<file path="config.mk">
export PLATFORM = sky130hd
export DESIGN_NAME = iter_mul
export DESIGN_NICKNAME = d
export VERILOG_FILES = /design/src/rtl/mul_pkg.sv /design/src/rtl/mul_chunk.sv /design/src/rtl/iter_mul.sv
export SDC_FILE = /design/constraint.sdc
export NUM_CORES = 1
export LEC_CHECK = 0
export ABC_CLOCK_PERIOD_IN_PS = 13130
export CORE_MARGIN = 2
export CORE_UTILIZATION = 25
export CTS_BUF_LIST = sky130_fd_sc_hd__clkbuf_4
export CTS_CLUSTER_DIAMETER = 120
export CTS_CLUSTER_SIZE = 30
export DETAILED_ROUTE_END_ITERATION = 10
export PLACE_DENSITY = 0.47
export SETUP_SLACK_MARGIN = 0.02
export SLEW_MARGIN = 10
export SYNTH_ARGS = -nofsm -noshare
export SYNTH_HDL_FRONTEND = slang
export SYNTH_SLANG_ARGS = --single-unit
</file>
<file path="constraint.sdc">
create_clock -name clk -period 13.13 [get_ports clk]
set_input_delay 2.626 -clock clk [delete_from_list [all_inputs] [get_ports clk]]
set_output_delay 2.626 -clock clk [all_outputs]
set_load 0.01 [all_outputs]
</file>
<file path="src/rtl/mul_pkg.sv">
// Shared definitions for the iterative multiplier: FSM encoding and index sizing.
package mul_pkg;

    typedef logic [1:0] state_t;

    localparam state_t StIdle = 2'd0;
    localparam state_t StCalc = 2'd1;
    localparam state_t StFin  = 2'd2;

    // Width of a chunk index counter for n chunks (at least one bit).
    function automatic int unsigned idx_width(input int unsigned n);
        return (n <= 1) ? 1 : $clog2(n);
    endfunction

endpackage

</file>
<file path="src/rtl/mul_chunk.sv">
// Combinational unsigned CHUNK x CHUNK multiplier producing a 2*CHUNK product.
module mul_chunk #(
    parameter int unsigned CHUNK = 16
) (
    input  logic [CHUNK-1:0]   a,
    input  logic [CHUNK-1:0]   b,
    output logic [2*CHUNK-1:0] prod
);

    assign prod = (2*CHUNK)'(a) * (2*CHUNK)'(b);

endmodule

</file>
<file path="src/rtl/iter_mul.sv">
// Iterative signed/unsigned multiplier: one chunk partial product per cycle,
// full 2*WIDTH product or low-half-only mode, req/ack handshake with abort on re-req.
module iter_mul
    import mul_pkg::*;
#(
    parameter int unsigned WIDTH = 32,
    parameter int unsigned CHUNK = 16
) (
    input  logic             clk,
    input  logic             rst_n,
    input  logic             req,
    input  logic             op_signed,
    input  logic             op_full,
    input  logic [WIDTH-1:0] p0,
    input  logic [WIDTH-1:0] p1,
    output logic             ack,
    output logic             busy,
    output logic [WIDTH-1:0] out_lo,
    output logic [WIDTH-1:0] out_hi
);

    localparam int unsigned N  = WIDTH / CHUNK;
    localparam int unsigned IW = idx_width(N);
    localparam logic [IW-1:0] LAST = IW'(N - 1);

    if ((CHUNK == 0) || ((WIDTH % CHUNK) != 0)) begin : g_bad_width
        $error("iter_mul: WIDTH must be a non-zero multiple of CHUNK");
    end

    state_t               state;
    logic [WIDTH-1:0]     a_mag;
    logic [WIDTH-1:0]     b_mag;
    logic                 neg;
    logic                 full;
    logic [IW-1:0]        i_idx;
    logic [IW-1:0]        j_idx;
    logic [2*WIDTH-1:0]   acc;

    logic [WIDTH-1:0]     p0_mag;
    logic [WIDTH-1:0]     p1_mag;
    logic [CHUNK-1:0]     a_chunk;
    logic [CHUNK-1:0]     b_chunk;
    logic [2*CHUNK-1:0]   prod;
    logic [31:0]          i_ext;
    logic [31:0]          j_ext;
    logic [31:0]          shamt;
    logic [2*WIDTH-1:0]   acc_next;
    logic [2*WIDTH-1:0]   res;
    logic [IW-1:0]        j_last;
    logic                 last_pair;

    // Operand magnitudes; the most negative value maps to 2^(WIDTH-1), which fits unsigned.
    always_comb begin
        p0_mag = (op_signed && p0[WIDTH-1]) ? -p0 : p0;
        p1_mag = (op_signed && p1[WIDTH-1]) ? -p1 : p1;
    end

    // Chunk selection, shifted accumulation and iteration bookkeeping.
    always_comb begin
        i_ext    = 32'(i_idx);
        j_ext    = 32'(j_idx);
        a_chunk  = a_mag[i_ext*CHUNK +: CHUNK];
        b_chunk  = b_mag[j_ext*CHUNK +: CHUNK];
        shamt    = CHUNK * (i_ext + j_ext);
        acc_next = acc + ((2*WIDTH)'(prod) << shamt);
        // Low mode only visits i+j < N: those terms cover every bit of the low half.
        j_last    = full ? LAST : (LAST - i_idx);
        last_pair = (i_idx == LAST) && (j_idx == j_last);
        res       = neg ? -acc : acc;
    end

    mul_chunk #(
        .CHUNK (CHUNK)
    ) u_chunk (
        .a    (a_chunk),
        .b    (b_chunk),
        .prod (prod)
    );

    // Control FSM and datapath registers; a req in any state restarts the operation.
    always_ff @(posedge clk or negedge rst_n) begin
        if (!rst_n) begin
            state  <= StIdle;
            a_mag  <= '0;
            b_mag  <= '0;
            neg    <= 1'b0;
            full   <= 1'b0;
            i_idx  <= '0;
            j_idx  <= '0;
            acc    <= '0;
            ack    <= 1'b0;
            busy   <= 1'b0;
            out_lo <= '0;
            out_hi <= '0;
        end else if (req) begin
            state  <= StCalc;
            a_mag  <= p0_mag;
            b_mag  <= p1_mag;
            neg    <= op_signed & (p0[WIDTH-1] ^ p1[WIDTH-1]);
            full   <= op_full;
            i_idx  <= '0;
            j_idx  <= '0;
            acc    <= '0;
            ack    <= 1'b0;
            busy   <= 1'b1;
            out_lo <= '0;
            out_hi <= '0;
        end else begin
            ack <= 1'b0;
            case (state)
                StIdle: begin
                    state <= StIdle;
                end
                StCalc: begin
                    acc <= acc_next;
                    if (last_pair) begin
                        state <= StFin;
                    end else if (j_idx == j_last) begin
                        j_idx <= '0;
                        i_idx <= i_idx + 1'b1;
                    end else begin
                        j_idx <= j_idx + 1'b1;
                    end
                end
                StFin: begin
                    out_lo <= res[WIDTH-1:0];
                    out_hi <= full ? res[2*WIDTH-1:WIDTH] : '0;
                    ack    <= 1'b1;
                    busy   <= 1'b0;
                    i_idx  <= '0;
                    j_idx  <= '0;
                    state  <= StIdle;
                end
                default: begin
                    state <= StIdle;
                end
            endcase
        end
    end

endmodule

</file>
======== Word level (Yosys, flattened, before mapping) ========
Index checks and enable logic that the tools add are counted.
word-level totals
  bits in writable memories ............... 0
  bits of input ports ..................... 69
  memories kept ........................... 0
  latch bits .............................. 0
  word-level logic and storage cells ...... 66
  output and inout bits ................... 66
  register bits ........................... 200
  ROM bits ................................ 0
cells by class
  muxes and demuxes ....................... 26
  shifts and indexed selects .............. 3
  bitwise gates (word level) .............. 2
  div/mod/pow operators ................... 0
  add/sub/neg operators ................... 8
  $lt $le $gt $ge ......................... 0
  reduce and logical (&&, ||, !) cells .... 8
  multiply operators ...................... 1
  eq/ne operators ......................... 6
operators with widths
  cell                                            count
  2-to-1 mux 32 bit                               7
  2-to-1 mux 64 bit                               3
  adder 64 bit                                    1
  negator 32 bit                                  2
  negator 64 bit                                  1
  indexed part select 32 x 6 -> 16 bit            2
  << shifter 32 x 6 -> 64 bit                     1
  multiplier 16 x 16 -> 32 bit                    1
  2-to-1 mux 1 bit                                11
  != test 3 bit (second input constant)           3
  2-to-1 mux 2 bit                                3
  one-hot mux 1 bit (2 select lines)              2
  nonzero test 2 bit                              2
  logical AND 1 bit                               3
  AND reduction 3 bit                             1
  nonzero test 3 bit                              1
  adder 1 bit (second input constant)             2
  adder 1 x 1 -> 2 bit                            1
  == test 2 x 1 -> 1 bit (second input constant)  1
  == test 2 bit (second input constant)           1
  AND reduction 2 bit                             1
  AND 1 bit                                       1
  == test 1 bit                                   1
  subtractor 1 bit (first input constant)         1
  bitwise XOR 1 bit                               1

======== Depth between registers and ports, before layout ========
  depth after elaboration ................. 7
  gate-level depth with buffers ........... 41
  depth with buffers taken out ............ 37

======== Hierarchy ========
A second synthesis with hierarchy kept.
unflattened totals
  cells, all modules ...................... 2,808
  area, all modules ....................... 23,366.2 sq um
by module, submodules not included
  module     area each (sq um)  instances  cells an instance  sequential area each (sq um)
  iter_mul   14,741.6           1          1,822              5,004.8
  mul_chunk  8,624.5            1          986                0.0

======== Least setup slack after synthesis ========
OpenSTA, ideal clock, no wires.
  path type ............................... register -> register
  start ................................... register i_idx
  end ..................................... register acc[59]
  library setup time ...................... 124 ps
  buffers on the path ..................... 4
  cell stages (with the launch flop) ...... 41
  period minus slack after synthesis ...... 9,771 ps
  arrival time ............................ 9,647 ps
  setup slack ............................. 3,359 ps
  cell sequence ........................... dfrtp_1 -> clkbuf_1 -> clkbuf_1 -> buf_1 -> mux2i_1 -> nor2_1 -> fa_1 -> inv_1 -> fa_1 -> fa_1 -> fa_1 -> inv_1 -> fa_1 -> inv_1 -> fa_1 -> inv_1 -> ha_1 -> a21o_1 -> [5 not listed] -> a211oi_1 -> o21ai_0 -> xnor2_1 -> mux2_2 -> nor2_1 -> ha_1 -> clkbuf_1 -> a21o_1 -> a21o_1 -> a211oi_1 -> o32ai_1 -> a211oi_1 -> a21oi_1 -> nand3_1 -> nand3b_1 -> a31oi_1 -> nor3_1 -> a211o_1
between the ends
  cells in the longest elaborated chain, start to end .. 6
  elaborated cells on any way between the ends .. 7
  classes of those cells .................. add/sub: 2; mul: 1; shift: 2; mux: 2
ends and longest elaborated chain
  item                                  line             RTL
  from (decl)                           iter_mul.sv:35   logic [IW-1:0] i_idx;
  from (signal assigned)                iter_mul.sv:120  i_idx <= i_idx + 1'b1;
  indexed part select 32 x 6 -> 16 bit  iter_mul.sv:62   a_chunk = a_mag[i_ext*CHUNK +: CHUNK];
  multiplier 16 x 16 -> 32 bit          mul_chunk.sv:10  assign prod = (2*CHUNK)'(a) * (2*CHUNK)'(b);
  << shifter 32 x 6 -> 64 bit *         iter_mul.sv:65   acc_next = acc + ((2*WIDTH)'(prod) << shamt);
  adder 64 bit *                        iter_mul.sv:65
  2-to-1 mux 64 bit *                   iter_mul.sv:110  case (state)
  2-to-1 mux 64 bit *                   iter_mul.sv:95   end else if (req) begin
  to (signal assigned)                  iter_mul.sv:115  acc <= acc_next;
  to (decl)                             iter_mul.sv:37   logic [2*WIDTH-1:0] acc;
Mark *: on every way between the ends. The rest lies on a longest branch, timed or not. The select of a mux whose other input is x is not followed.
A chain may end at the register's enable or synchronous reset.

======== Final worst setup path ========
  start ................................... register i_idx
  end ..................................... register acc[54]
Same word-level chain as after synthesis.

==> run_results.csv <==
group,metric,value,unit
synthesis,synthFlopType,"dfrtp_1",
sta,fmax,86.5,MHz
worst_setup_path,cpMaxStageDelayCell,"mux2i_1",
worst_setup_path,crit_family,"adder cells",
clocking,clock_sinks,200,
clocking,ctsHoldBuffers,0,
grt,grt_use_total,0.162,
synthesis,synth_cell_types,79,
synthesis,synth_warnings,0,
clocking,clk_pin_slew,200,ps
sta,worst_pin_slew,1150,ps
placement,gp_congestion,0.894,
grt,antenna_found_initial,4,
run_status,status,"completed",
sta,slew_violations,0,
worst_setup_path,endpoint_kind,"register",
sta,hold_viol,0,
worst_setup_path,cpPeakStageDelay,1020,ps
die,fp.coreArea,0.0912,sq mm
clocking,post_cts_buffers,0,
route,viasPerCell,4.87,
flow_run,max-cap-violations,0,
finish,syn_to_final_growth,12.4,%
placement,place.port_buffers,134,
sta,timing.slew.headroom,0.213,
die,dieHeight,307,um
synthesis,ys_seq_area_frac,0.218,
die,start_util,0.251,
worst_setup_path,cp-start-kind,"register",
sta,timing.final.crit_share,0.881,
die,io_pins,135,
die,die_w,307,um
placement,dp_hpwl,59700,um
worst_setup_path,crit_type,"register to register",
synthesis,async_flop_share,1.00,
finish,final_common_cell,"nand2_1",
sta,rsz0062_at_grt,"no",
finish,drive_above_1_share,0.0386,
synthesis,synth_fp_nets,3221,
worst_setup_path,cp.arrival,12320,ps
clocking,cts_inserted_buffers,17,
synthesis,ys_ff_latch,200,
clocking,cts_tree,"done",
synthesis,synth-edff-count,0,
route,drt-initial-drc-count,1580,
clocking,htreeDepth,4,
clocking,insertion_delay,840,ps
die,dieArea,0.0942,sq mm
worst_setup_path,r2r-start,"i_idx",
synthesis,yosysTopAreaCellShare,0.218,
grt,grt_pass1_wl,118000,um
worst_setup_path,cp_num_buf_inv,4,
route,totalWireLength,76000,um
route,firstDrtPassIters,5,
clocking,ctsResizeCount,0,
sta,finalSetupViolations,0,
worst_setup_path,worstRegToRegCells,35,
worst_setup_path,rr_endpoint,"acc[54]",
finish,layout.nets,3276,
hold_path,min_to,"out_hi[19]",
die,num_rows,111,
clocking,cts_root_buffer,"clkbuf_4",
synthesis,synth_top_area_cell,"dfrtp_1",
route,ant_nets,0,
worst_setup_path,r2r_slack,1570,ps
synthesis,synth_area_per_cell,8.24,sq um
hold_path,hold_start,"out_hi[19]",
worst_setup_path,required,13880,ps
clocking,clk_path_buf_depth,2,
sta,fin_crit,11560,ps
finish,nFillCells,9845,
grt,grt_max_degree,101,
sta,clock_skew,58.7,ps
synthesis,synth_cells,2785,
hold_path,hp-class,"register to register",
hold_path,worstHoldPathCells,2,
synthesis,syn_area,0.0229,sq mm
sta,finalSetupTns,0,ps
synthesis,ys_top_cells_by_area,"dfrtp_1 (22%), fa_1 (17%), ha_1 (9.4%)",
route,wl_per_cell,18.8,um
route,vias,19700,
worst_setup_path,cpMostUsedCell,"fa_1",
worst_setup_path,cp_num_cells,35,
worst_setup_path,path_max_fanout,36,
route,drc,0,
finish,final_cell_mix,"nand2_1 (402), nor2_1 (294), inv_1 (275)",
grt,grt_pass1_vias,19400,
grt,grt_overflow_total,0,
## per-stage QoR
step / worst slack, ps / cells / util / hold slack, ps / area (sq um)
floorplan: 3360 / 2785 / - / 489 / 22900
global placement: 1670 / 4007 / 0.279 / 464 / 25500
detailed placement: 1690 / 4007 / 0.279 / 471 / 25500
CTS: 1640 / 4039 / 0.282 / 513 / 25800
global route: 1060 / 4046 / 0.283 / 538 / 25800
finish: 1570 / 4047 / 0.283 / 505 / 25800
## synth_stat cells, types with 6 or more instances
| master | instances |
|---|---|
| nor4_1 | 13 |
| nand3_1 | 40 |
| nor2b_1 | 13 |
| inv_1 | 275 |
| mux2i_1 | 44 |
| o41ai_1 | 14 |
| o31ai_1 | 30 |
| o22ai_1 | 19 |
| nand2b_1 | 22 |
| nand4_1 | 18 |
| nor3_1 | 30 |
| a21oi_1 | 219 |
| a21o_1 | 50 |
| and3_1 | 17 |
| xor2_1 | 120 |
| or4_1 | 13 |
| nand2_1 | 402 |
| and2_1 | 25 |
| ha_1 | 172 |
| xnor2_1 | 78 |
| a211oi_1 | 22 |
| o21ai_1 | 15 |
| or3_1 | 17 |
| dfrtp_1 | 200 |
| mux2_2 | 33 |
| a31oi_1 | 16 |
| o21a_1 | 6 |
| o21ai_0 | 148 |
| o21bai_1 | 21 |
| nor2_1 | 294 |
| fa_1 | 195 |
| clkbuf_1 | 101 |
| buf_1 | 12 |
## layout make-up
type | count | area (sq um) | share of cell area
Multi-Input combinational cell | 2195 | 16500 | 0.639
Sequential cell | 200 | 5010 | 0.194
Tap cell | 1186 | 1480 | 0.0575
Timing Repair Buffer | 150 | 1470 | 0.0569
Inverter | 276 | 1040 | 0.0402
Clock inverter | 15 | 161 | 0.00626
Clock buffer | 17 | 128 | 0.00495
Antenna cell | 8 | 20.0 | 0.000776
## worst max-delay path by stage
stage	start	to	slack, ps
floorplan	i_idx	acc[59]	3360
global placement	i_idx	acc[54]	1670
detailed placement	i_idx	acc[54]	1690
CTS	i_idx	acc[54]	1640
global route	i_idx	acc[63]	1060
finish	i_idx	acc[54]	1570
## logic make-up after synthesis
| group | count (synthesis) | share of synthesized area |
|---|---|---|
| DFF | 200 | 0.218 |
| xor gates and xnor gates | 198 | 0.0756 |
| and+or+nand+nor | 940 | 0.181 |
| adders and majority gates | 367 | 0.264 |
| muxes | 77 | 0.0354 |
| buffers and inverters | 390 | 0.0639 |
| AOI/OAI and AO/OA | 613 | 0.162 |
## registers in the layout (all words and copies together) (netlist names)
signal	cells
out_hi	32
busy	1
a_mag	32
out_lo	32
state	2
neg	1
j_idx	1
acc	64
b_mag	32
i_idx	1
full	1
ack	1
## worst min-delay path, cell delays in order (launching register included)
cell	delay, ps
dfrtp_1	390
nand2_1	50
o21ai_0	60
## per-layer routing
layer	GRT usage	part of all wire	routed length, um	vias up
met2	0.258	0.45	34400	538
met5	0	0	0	-
li1	-	-	-	9485
met1	0.230	0.48	36500	9621
met4	0.0405	0.017	1290	0
met3	0.0230	0.050	3810	60
Power is left out: the tool's default activity adds up to more than one toggle a clock period on the data nets, which glitch-free logic cannot reach.
